### config.mk
export PLATFORM = sky130hd
export DESIGN_NAME = hazard_scheduler
export DESIGN_NICKNAME = d
export VERILOG_FILES = /design/src/rtl/hazard_pkg.sv /design/src/rtl/md_busy_counter.sv /design/src/rtl/hazard_scheduler.sv
export SDC_FILE = /design/constraint.sdc
export NUM_CORES = 1
export LEC_CHECK = 0
export ABC_CLOCK_PERIOD_IN_PS = 2400
export BUFFER_PORTS_ARGS = -buffer_cell sky130_fd_sc_hd__buf_2
export CAP_MARGIN = 20
export CORE_ASPECT_RATIO = 1.2
export CORE_MARGIN = 3
export CORE_UTILIZATION = 30
export DETAILED_ROUTE_END_ITERATION = 10
export GPL_TIMING_DRIVEN = 0
export HOLD_SLACK_MARGIN = 0.15
export PLACE_DENSITY = 0.57
export SYNTH_ARGS = -nofsm -noshare
export SYNTH_HDL_FRONTEND = slang
export SYNTH_HIERARCHICAL = 1
export SYNTH_SLANG_ARGS = --single-unit
### constraint.sdc
create_clock -name clk -period 2.4 [get_ports clk]
set_clock_uncertainty 0.05 [all_clocks]
set_input_delay 0.12 -clock clk [delete_from_list [all_inputs] [get_ports clk]]
set_output_delay 0.12 -clock clk [all_outputs]
set_load 0.02 [all_outputs]
### src/rtl/hazard_pkg.sv
// Shared constants, scoreboard entry type and Tnew helper for the hazard scheduler.
package hazard_pkg;

  localparam logic [1:0] FWD_GRF   = 2'd0;
  localparam logic [1:0] FWD_E     = 2'd1;
  localparam logic [1:0] FWD_M     = 2'd2;
  localparam logic [1:0] FWD_W     = 2'd3;
  localparam logic [1:0] TUSE_NONE = 2'd3;

  typedef struct packed {
    logic [4:0] dst;
    logic [1:0] tnew;
  } sb_entry_t;

  localparam sb_entry_t SB_EMPTY = '{dst: 5'd0, tnew: 2'd0};

  function automatic logic [1:0] sat_dec(input logic [1:0] x);
    return (x == 2'd0) ? 2'd0 : x - 2'd1;
  endfunction

endpackage

### src/rtl/md_busy_counter.sv
// Multiply/divide busy counter: loads on a start in E, counts down to idle.
module md_busy_counter #(
  parameter int unsigned MULT_CYCLES = 5,
  parameter int unsigned DIV_CYCLES  = 10
) (
  input  logic clk,
  input  logic reset,
  input  logic md_start_e,
  input  logic md_div_e,
  output logic md_busy
);

  localparam logic [3:0] MULT_LOAD = 4'(MULT_CYCLES);
  localparam logic [3:0] DIV_LOAD  = 4'(DIV_CYCLES);

  logic [3:0] r_cnt;

  always_ff @(posedge clk) begin
    if (reset) begin
      r_cnt <= 4'd0;
    end else if (md_start_e) begin
      r_cnt <= md_div_e ? DIV_LOAD : MULT_LOAD;
    end else if (r_cnt != 4'd0) begin
      r_cnt <= r_cnt - 4'd1;
    end
  end

  assign md_busy = (r_cnt != 4'd0);

endmodule

### src/rtl/hazard_scheduler.sv
// Pipeline sequencer: shadow E/M/W scoreboard, D-stage stall/flush decisions and
// forwarding selects for the D and E operand muxes.
module hazard_scheduler
  import hazard_pkg::*;
#(
  parameter int unsigned MULT_CYCLES = 5,
  parameter int unsigned DIV_CYCLES  = 10
) (
  input  logic       clk,
  input  logic       reset,
  input  logic [4:0] rs_d,
  input  logic [4:0] rt_d,
  input  logic [1:0] tuse_rs_d,
  input  logic [1:0] tuse_rt_d,
  input  logic [4:0] dst_d,
  input  logic [1:0] tnew_d,
  input  logic       md_start_d,
  input  logic       md_div_d,
  input  logic       md_use_d,
  output logic       stall,
  output logic       flush_e,
  output logic [1:0] fwd_rs_d,
  output logic [1:0] fwd_rt_d,
  output logic [1:0] fwd_rs_e,
  output logic [1:0] fwd_rt_e,
  output logic       md_busy
);

  sb_entry_t  r_sb_e, r_sb_m, r_sb_w;
  logic [4:0] r_rs_e, r_rt_e;
  logic       r_md_start_e, r_md_div_e;
  logic       w_data_stall;

  // Only E and M can stall; a W producer is always ready (tnew already 0).
  function automatic logic data_stall(input logic [4:0] r, input logic [1:0] tuse,
                                      input sb_entry_t e, input sb_entry_t m);
    if (r == 5'd0 || tuse == TUSE_NONE) return 1'b0;
    if (e.dst == r) return e.tnew > tuse;
    if (m.dst == r) return m.tnew > tuse;
    return 1'b0;
  endfunction

  function automatic logic [1:0] fwd_sel_d(input logic [4:0] r, input sb_entry_t e,
                                           input sb_entry_t m, input sb_entry_t w);
    if (r == 5'd0) return FWD_GRF;
    if (e.dst == r) return (e.tnew == 2'd0) ? FWD_E : FWD_GRF;
    if (m.dst == r) return (m.tnew == 2'd0) ? FWD_M : FWD_GRF;
    if (w.dst == r) return (w.tnew == 2'd0) ? FWD_W : FWD_GRF;
    return FWD_GRF;
  endfunction

  function automatic logic [1:0] fwd_sel_e(input logic [4:0] r, input sb_entry_t m,
                                           input sb_entry_t w);
    if (r == 5'd0) return FWD_GRF;
    if (m.dst == r) return (m.tnew == 2'd0) ? FWD_M : FWD_GRF;
    if (w.dst == r) return (w.tnew == 2'd0) ? FWD_W : FWD_GRF;
    return FWD_GRF;
  endfunction

  always_comb begin
    w_data_stall = data_stall(rs_d, tuse_rs_d, r_sb_e, r_sb_m)
                 | data_stall(rt_d, tuse_rt_d, r_sb_e, r_sb_m);
    stall    = w_data_stall | (md_use_d & (md_busy | r_md_start_e));
    flush_e  = stall;
    fwd_rs_d = fwd_sel_d(rs_d, r_sb_e, r_sb_m, r_sb_w);
    fwd_rt_d = fwd_sel_d(rt_d, r_sb_e, r_sb_m, r_sb_w);
    fwd_rs_e = fwd_sel_e(r_rs_e, r_sb_m, r_sb_w);
    fwd_rt_e = fwd_sel_e(r_rt_e, r_sb_m, r_sb_w);
  end

  always_ff @(posedge clk) begin
    if (reset) begin
      r_sb_e       <= SB_EMPTY;
      r_sb_m       <= SB_EMPTY;
      r_sb_w       <= SB_EMPTY;
      r_rs_e       <= 5'd0;
      r_rt_e       <= 5'd0;
      r_md_start_e <= 1'b0;
      r_md_div_e   <= 1'b0;
    end else begin
      r_sb_w <= '{dst: r_sb_m.dst, tnew: sat_dec(r_sb_m.tnew)};
      r_sb_m <= '{dst: r_sb_e.dst, tnew: sat_dec(r_sb_e.tnew)};
      if (stall) begin
        r_sb_e       <= SB_EMPTY;
        r_rs_e       <= 5'd0;
        r_rt_e       <= 5'd0;
        r_md_start_e <= 1'b0;
        r_md_div_e   <= 1'b0;
      end else begin
        r_sb_e       <= '{dst: dst_d, tnew: tnew_d};
        r_rs_e       <= rs_d;
        r_rt_e       <= rt_d;
        r_md_start_e <= md_start_d;
        r_md_div_e   <= md_start_d & md_div_d;
      end
    end
  end

  md_busy_counter #(
    .MULT_CYCLES(MULT_CYCLES),
    .DIV_CYCLES (DIV_CYCLES)
  ) u_md_busy_counter (
    .clk       (clk),
    .reset     (reset),
    .md_start_e(r_md_start_e),
    .md_div_e  (r_md_div_e),
    .md_busy   (md_busy)
  );

endmodule

==> metrics.md, run 1 <==
| Metric | Value |
|---|---|
| Mapped Cells | 261 |
| Maximum vdd drop | 0.251 mV |
| Layout cells sized above 1 | 34.8% |
| Family with the most delay on the worst path | simple AND/OR/NAND/NOR gates |
| CTS Buf Count | 5 |
| CTS root buf | clkbuf_8 |
| Cell mode on critical path | inv_2 |
| RSZ-0062 raised after global routing | false |
| Asr flop ratio synth | 0% |
| Max cap viols | 0 |
| Synth warnings | 6 |
| WL/cell | 15.6 µm |
| Dpl cells | 389 |
| Largest area contributor in the netlist | dfxtp_1 |
| Top FF cell, synth | dfxtp_1 |
| Core area | 7750 µm² |
| Crit path max fanout | 3 |
| WP data required | 2230 ps |
| Status | complete, no violations |
| Worst setup path class | reg -> out |
| Slew of the pin with the lowest slew margin | 538 ps |
| Startpoint types | register |
| CP max stage cell | or4_4 |
| # IOs | 37 |
| Total routed wirelength | 6480 µm |
| Die area | 9130 µm² |
| Synthesized area | 2400 µm² |
| EDFF count, synth | 0 |
| Vias after detailed routing | 2082 |
| Final Hold Fails | 0 |
| Tcrit/Tclk final | 97.0% |
| Clk sinks | 37 |
| Fmax achieved | 429 MHz |
| Reg2reg setup slack | 160 ps |
| Post-Syn Nets | 299 |
| Largest net degree at the start of global routing | 13 |
| Layout Cells excl Fill | 414 |
| Data arrival, critical path | 2160 ps |
| Max Slew Vio Count | 0 |
| Gr ovfl total | 0 |
| Die H | 104 µm |
| Crit-path cells | inv_2, ha_4, nor3b_4, inv_2, o21a_1, clkbuf_8, or4_4, buf_4 |
| # nets final | 359 |
| CTS Buffer Depth | 2 |
| Worst Hold Class | in -> reg |
| CP Capture Type | primary output |
| Pleak | 1.33 nW |
| First-pass iteration count of the detailed router | 4 |
| Number of global-route vias before repair | 2129 |
| Antenna violations before repair | 0 |
| First-pass GRT wire length | 10600 µm |
| CTS tree | built |
| Vias per cell | 5.03 |
| Initial DRC Count | 99 |
| Dominant cells by area after synthesis | dfxtp_1, xor2_1, xnor2_1, or3b_2, ha_1 |
| Area added between synthesis and finish | 25.8% |
| Worst-Skew Late Latency | 290 ps |
| Final setup fails | 0 |
| Tot Pwr | 0.00225 W |
| Post-DP HPWL | 4940 µm |
| Sum of negative setup slack | 0 ps |
| Worst path bufs/invs | 4 |
| Final Wtd Congestion | 0.810 |
| Number of routed nets with antenna violations | 0 |
| CP max stage delay | 510 ps |
| H-tree depth | 2 |
| Ant. Diodes | 0 |
| Power Dens Cells | 744 nW/µm² |
| Most frequent cells in the layout | buf_2, dfxtp_1, xor2_1, xnor2_1, or3b_2 |
| Most common cell after layout, fill and taps aside | buf_2 |
| Worst Hold Slack | 162 ps |
| Initial Util | 31.0% |
| Die width | 87.7 µm |
| Clk slew on worst S/H paths | 70 ps |
| Min Tclk post-route | 2330 ps |
| Top cell type's share of synthesized area | 30.8% |
| FF+latch count, synth | 37 |
| # DRC | 0 |
| Tot GR Track Use | 14.9% |
| Pre-CTS setup slack | 3.55 ps |
| I/O Buffers | 36 |
| Distinct cells, synth | 49 |
| Min setup slack post-route | 71.0 ps |
| Part of the Yosys area used for sequential elements | 30.8% |
| Worst slew margin | 64.1% |
| Mean area per synthesized cell | 9.21 µm² |
| FP Rows | 35 |
==> final timing paths <==
path | cells past startpoint | startpoint | endpoint
worst max-delay path | 8 | u_md_busy_counter/r_cnt[1]$_SDFFE_PP0P_ | flush_e
worst min-delay path | 3 | md_start_d | r_md_start_e$_SDFF_PP0_
worst max register to register | 9 | u_md_busy_counter/r_cnt[1]$_SDFFE_PP0P_ | r_md_div_e$_SDFF_PP0_
worst min register to register | 1 | r_sb_e[0]$_SDFF_PP0_ | r_sb_m[0]$_SDFF_PP0_
==> through the flow <==
step	instance area, µm²	utilization, %
finish	3020	39.0
global placement	2700	34.8
floorplan	2400	-
detailed placement	2700	34.8
global route	3020	39.0
CTS	3000	38.6
==> tightest hold or removal path: stages <==
cell,delay (ps)
buf_2,100
or3b_2,190
nor4_2,40
==> flip-flops by register name (all words and copies together) (netlist names) <==
| name | flops |
|---|---|
| r_md_div_e | 1 |
| r_md_start_e | 1 |
| r_rs_e | 5 |
| r_rt_e | 5 |
| r_sb_e | 7 |
| r_sb_m | 7 |
| r_sb_w | 7 |
| u_md_busy_counter/r_cnt | 4 |
==> synthesized netlist by cell type, types with 7 or more instances <==
library cell / count
nor4_2: 8
inv_1: 9
nor2b_1: 14
xor2_1: 32
ha_1: 12
dfxtp_1: 37
nand3_1: 7
xnor2_1: 19
nand2_1: 7
nor2_1: 13
nor4_1: 12
or3b_2: 18
nor3_1: 17
==> cell type report <==
class	instances	area, µm²
Buffer	15	105
Clock buffer	6	72.6
Clock inverter	2	10.0
Fill cell	787	4730
Inverter	10	37.5
Multi-Input combinational cell	198	1600
Sequential cell	37	744
Tap cell	92	115
Timing Repair Buffer	54	344
==> cell families (layout without fill, tap and decap cells) <==
group	count (synthesis)	after routing	synth area share, %
compound gates	19	19	5.83
fa+ha+maj	12	12	6.24
buf+inv	26	87	5.83
simple gates	114	114	31.9
mux	2	2	0.832
flops	37	37	30.8
xor+xnor	51	51	18.6
==> what timing repair did <==
action / 4_1_cts / 5_1_grt
setup buffers: 8 / 2
gates resized for setup: 19 / 6
hold buffers: 8 / 0
hold endpoints to repair: 8 / 0
endpoints found under the setup margin: 2 / 2
pin swaps: 6 / 3
==> per-layer routing <==
metal / wire [µm] / global-route usage (%)
met5: 0 / 0
met4: 183 / 5.37
met3: 229 / 3.09
met2: 3270 / 26.1
met1: 2790 / 17.6
==> power breakdown <==
group	internal [W]	switching (W)
registers	0.000712	0.000102
clock network	0.000201	0.000223
logic	0.000506	0.000505
total	0.00142	0.000830
No activity file was read; power rests on OpenSTA's default activity.
==> run 2, diff against run 1 <==
--- a/config.mk
+++ b/config.mk
@@ -10,11 +10,11 @@
 export CAP_MARGIN = 20
 export CORE_ASPECT_RATIO = 1.2
 export CORE_MARGIN = 3
-export CORE_UTILIZATION = 30
+export CORE_UTILIZATION = 41
 export DETAILED_ROUTE_END_ITERATION = 10
 export GPL_TIMING_DRIVEN = 0
 export HOLD_SLACK_MARGIN = 0.15
-export PLACE_DENSITY = 0.57
+export PLACE_DENSITY = 0.7
 export SYNTH_ARGS = -nofsm -noshare
 export SYNTH_HDL_FRONTEND = slang
 export SYNTH_HIERARCHICAL = 1
==> metrics.md, run 2 (synthesized netlist as in run 1, its figures left out) <==
| Metric | Value |
|---|---|
| Die area | 6820 µm² (-25%) |
| Worst Hold Class | in -> reg |
| Final setup fails | 0 (unchanged) |
| WP data required | 2230 ps (about the same) |
| Max Slew Vio Count | 0 (unchanged) |
| CTS root buf | clkbuf_8 |
| Final Core Density | 55.6% (+17 points) |
| Dpl cells | 374 (-3.9%) |
| Final Wtd Congestion | 0.841 (+3.8%) |
| Total routed wirelength | 6360 µm (-1.8%) |
| Max cap viols | 0 (unchanged) |
| Crit-path cells | buf_2, xor2_1, nor3_1, and3_4, o211a_1, or4_4, buf_6 |
| H-tree depth | 2 (unchanged) |
| Data arrival, critical path | 2190 ps (+30 ps) |
| Sw frac | 35.0% (-1.8 points) |
| Power Dens Cells | 782 nW/µm² (+5.2%) |
| Tot GR Track Use | 19.0% (+4.1 points) |
| # IOs | 37 (unchanged) |
| Area added between synthesis and finish | 26.7% |
| Layout cells sized above 1 | 35.3% (+0.53 points) |
| Final Hold Fails | 0 (unchanged) |
| Most frequent cells in the layout | buf_2, dfxtp_1, xor2_1, xnor2_1, or3b_2 |
| Largest net degree at the start of global routing | 13 (unchanged) |
| First-pass GRT wire length | 10300 µm (-2.5%) |
| Multi-input logic area | 1600 µm² (+0.55%) |
| Pleak | 1.34 nW (+0.62%) |
| CTS Buffer Depth | 2 (unchanged) |
| WL/cell | 16.0 µm (+2.4%) |
| Hold Path Stages | 4 (+1) |
| Clk slew on worst S/H paths | 80 ps (about the same) |
| I/O Buffers | 36 (unchanged) |
| Vias per cell | 5.31 (+5.6%) |
| Cell Area, Placed | 2680 µm² (-0.70%) |
| Die width | 75.9 µm (-13%) |
| Die H | 89.9 µm (-14%) |
| Gate power share | 41.6% (-3.3 points) |
| FP Rows | 29 (-17%) |
| Largest regs | r_sb_e (7), r_sb_m (7), r_sb_w (7) |
| Sequential share of power | 34.3% (-1.9 points) |
| Ant. Diodes | 0 (unchanged) |
| Register area | 746 µm² (+0.17%) |
| Switch Pwr | 0.000835 W (+0.66%) |
| Fmax achieved | 423 MHz (-1.4%) |
| Startpoint types | register |
| Gr ovfl total | 0 (unchanged) |
| CTS Buf Count | 5 (unchanged) |
| RSZ-0062 raised after global routing | true |
| Internal | 0.00155 W (+9.1%) |
| Antenna violations before repair | 0 (unchanged) |
| Maximum vdd drop | 0.298 mV (+19%) |
| Layout Cells excl Fill | 397 (-4.1%) |
| CP max stage delay | 540 ps (+30 ps) |
| Crit path max fanout | 5 (+2) |
| Worst setup path class | reg -> out |
| Min Tclk post-route | 2360 ps (+33.5 ps) |
| Tot Pwr | 0.00238 W (+6.0%) |
| # DRC | 0 (unchanged) |
| Core area | 5480 µm² (-29%) |
| CTS tree | built |
| Most common cell after layout, fill and taps aside | buf_2 |
| Filler Cell Count | 492 (-37%) |
| Initial Util | 43.9% (+13 points) |
| CP Capture Type | primary output |
| Vias after detailed routing | 2108 (+1.2%) |
| CP max stage cell | or4_4 |
| Clock power share | 24.2% (+5.3 points) |
| Number of global-route vias before repair | 2127 (-0.094%) |
| Worst-Skew Late Latency | 300 ps (about the same) |
| Worst slew margin | 68.2% (+4.0 points) |
| Final Cell Area | 3050 µm² (+0.74%) |
| Slew of the pin with the lowest slew margin | 477 ps (-60.6 ps) |
| Initial DRC Count | 197 (+99%) |
| Tcrit/Tclk final | 98.4% (+1.4 points) |
| # nets final | 357 (-0.56%) |
| Status | complete, no violations |
| Post-DP HPWL | 4560 µm (-7.7%) |
| First-pass iteration count of the detailed router | 4 (unchanged) |
| Number of routed nets with antenna violations | 0 (unchanged) |
| Worst reg2reg path depth | 8 (-1) |
| Clk sinks | 37 (unchanged) |
## run 2: timing repair
| item | in CTS | in global routing |
|---|---|---|
| hold endpoints to repair | 11 | 0 |
| setup endpoints to repair | 2 | 2 |
| pin swaps | 7 | 3 |
| resized for setup | 17 | 14 |
| hold buffers | 9 | 0 |
| buffers inserted | 6 | 1 |
## run 2: final cells by class
cell class              instances  share of cell area, %
plain buffers                  15                   3.53
clock buffers                   6                   2.71
clock inverters                 2                   1.23
inverters                      10                   1.23
multi-input cells             198                   52.6
flip-flops and latches         37                   24.5
well taps                      77                   3.16
repair buffers                 52                   11.0
## run 2: worst max-delay path: cells and delay by family, from the launching register on
family / cells / cell delay, ps
flip-flops: 1 / 320
XOR/XNOR: 1 / 190
AO/OA/AOI/OAI: 1 / 220
buffers and inverters: 2 / 340
AND/OR/NAND/NOR: 3 / 810
## run 2: metrics by stage
stage	hold WS [ps]	worst slack (ps)	setup TNS, ps
global route	196	-24.3	-48.4
floorplan	139	141	0
global placement	360	58.1	0
CTS	155	66.9	0
detailed placement	362	46.0	0
finish	168	37.5	0
## run 2: final timing paths
path	startpoint	to	slack, ps
setup / recovery	r_sb_m[6]$_SDFF_PP0_	stall	40
hold / removal	md_div_d	r_md_div_e$_SDFF_PP0_	170
setup reg to reg	u_md_busy_counter/r_cnt[0]$_SDFFE_PP0P_	r_rt_e[0]$_SDFF_PP0_	190
hold reg to reg	r_sb_e[0]$_SDFF_PP0_	r_sb_m[0]$_SDFF_PP0_	380
## run 2: power by group through the flow
stage                     registers, W  clock network, W  logic, W
after floorplan               0.000791                 0  0.000630
after global placement        0.000814                 0  0.000818
after detailed placement      0.000817                 0  0.000833
after CTS                     0.000813          0.000575  0.000953
after global routing          0.000828          0.000604   0.00109
final                         0.000817          0.000577  0.000991
## run 2: layer usage
| metal | up-vias | GRT usage (%) | routed length, µm |
|---|---|---|---|
| li1 | 1036 | - | - |
| met1 | 1000 | 22.9 | 2750 |
| met2 | 57 | 33.1 | 3190 |
| met3 | 15 | 3.40 | 251 |
| met4 | 0 | 8.16 | 171 |
| met5 | - | 0 | 0 |
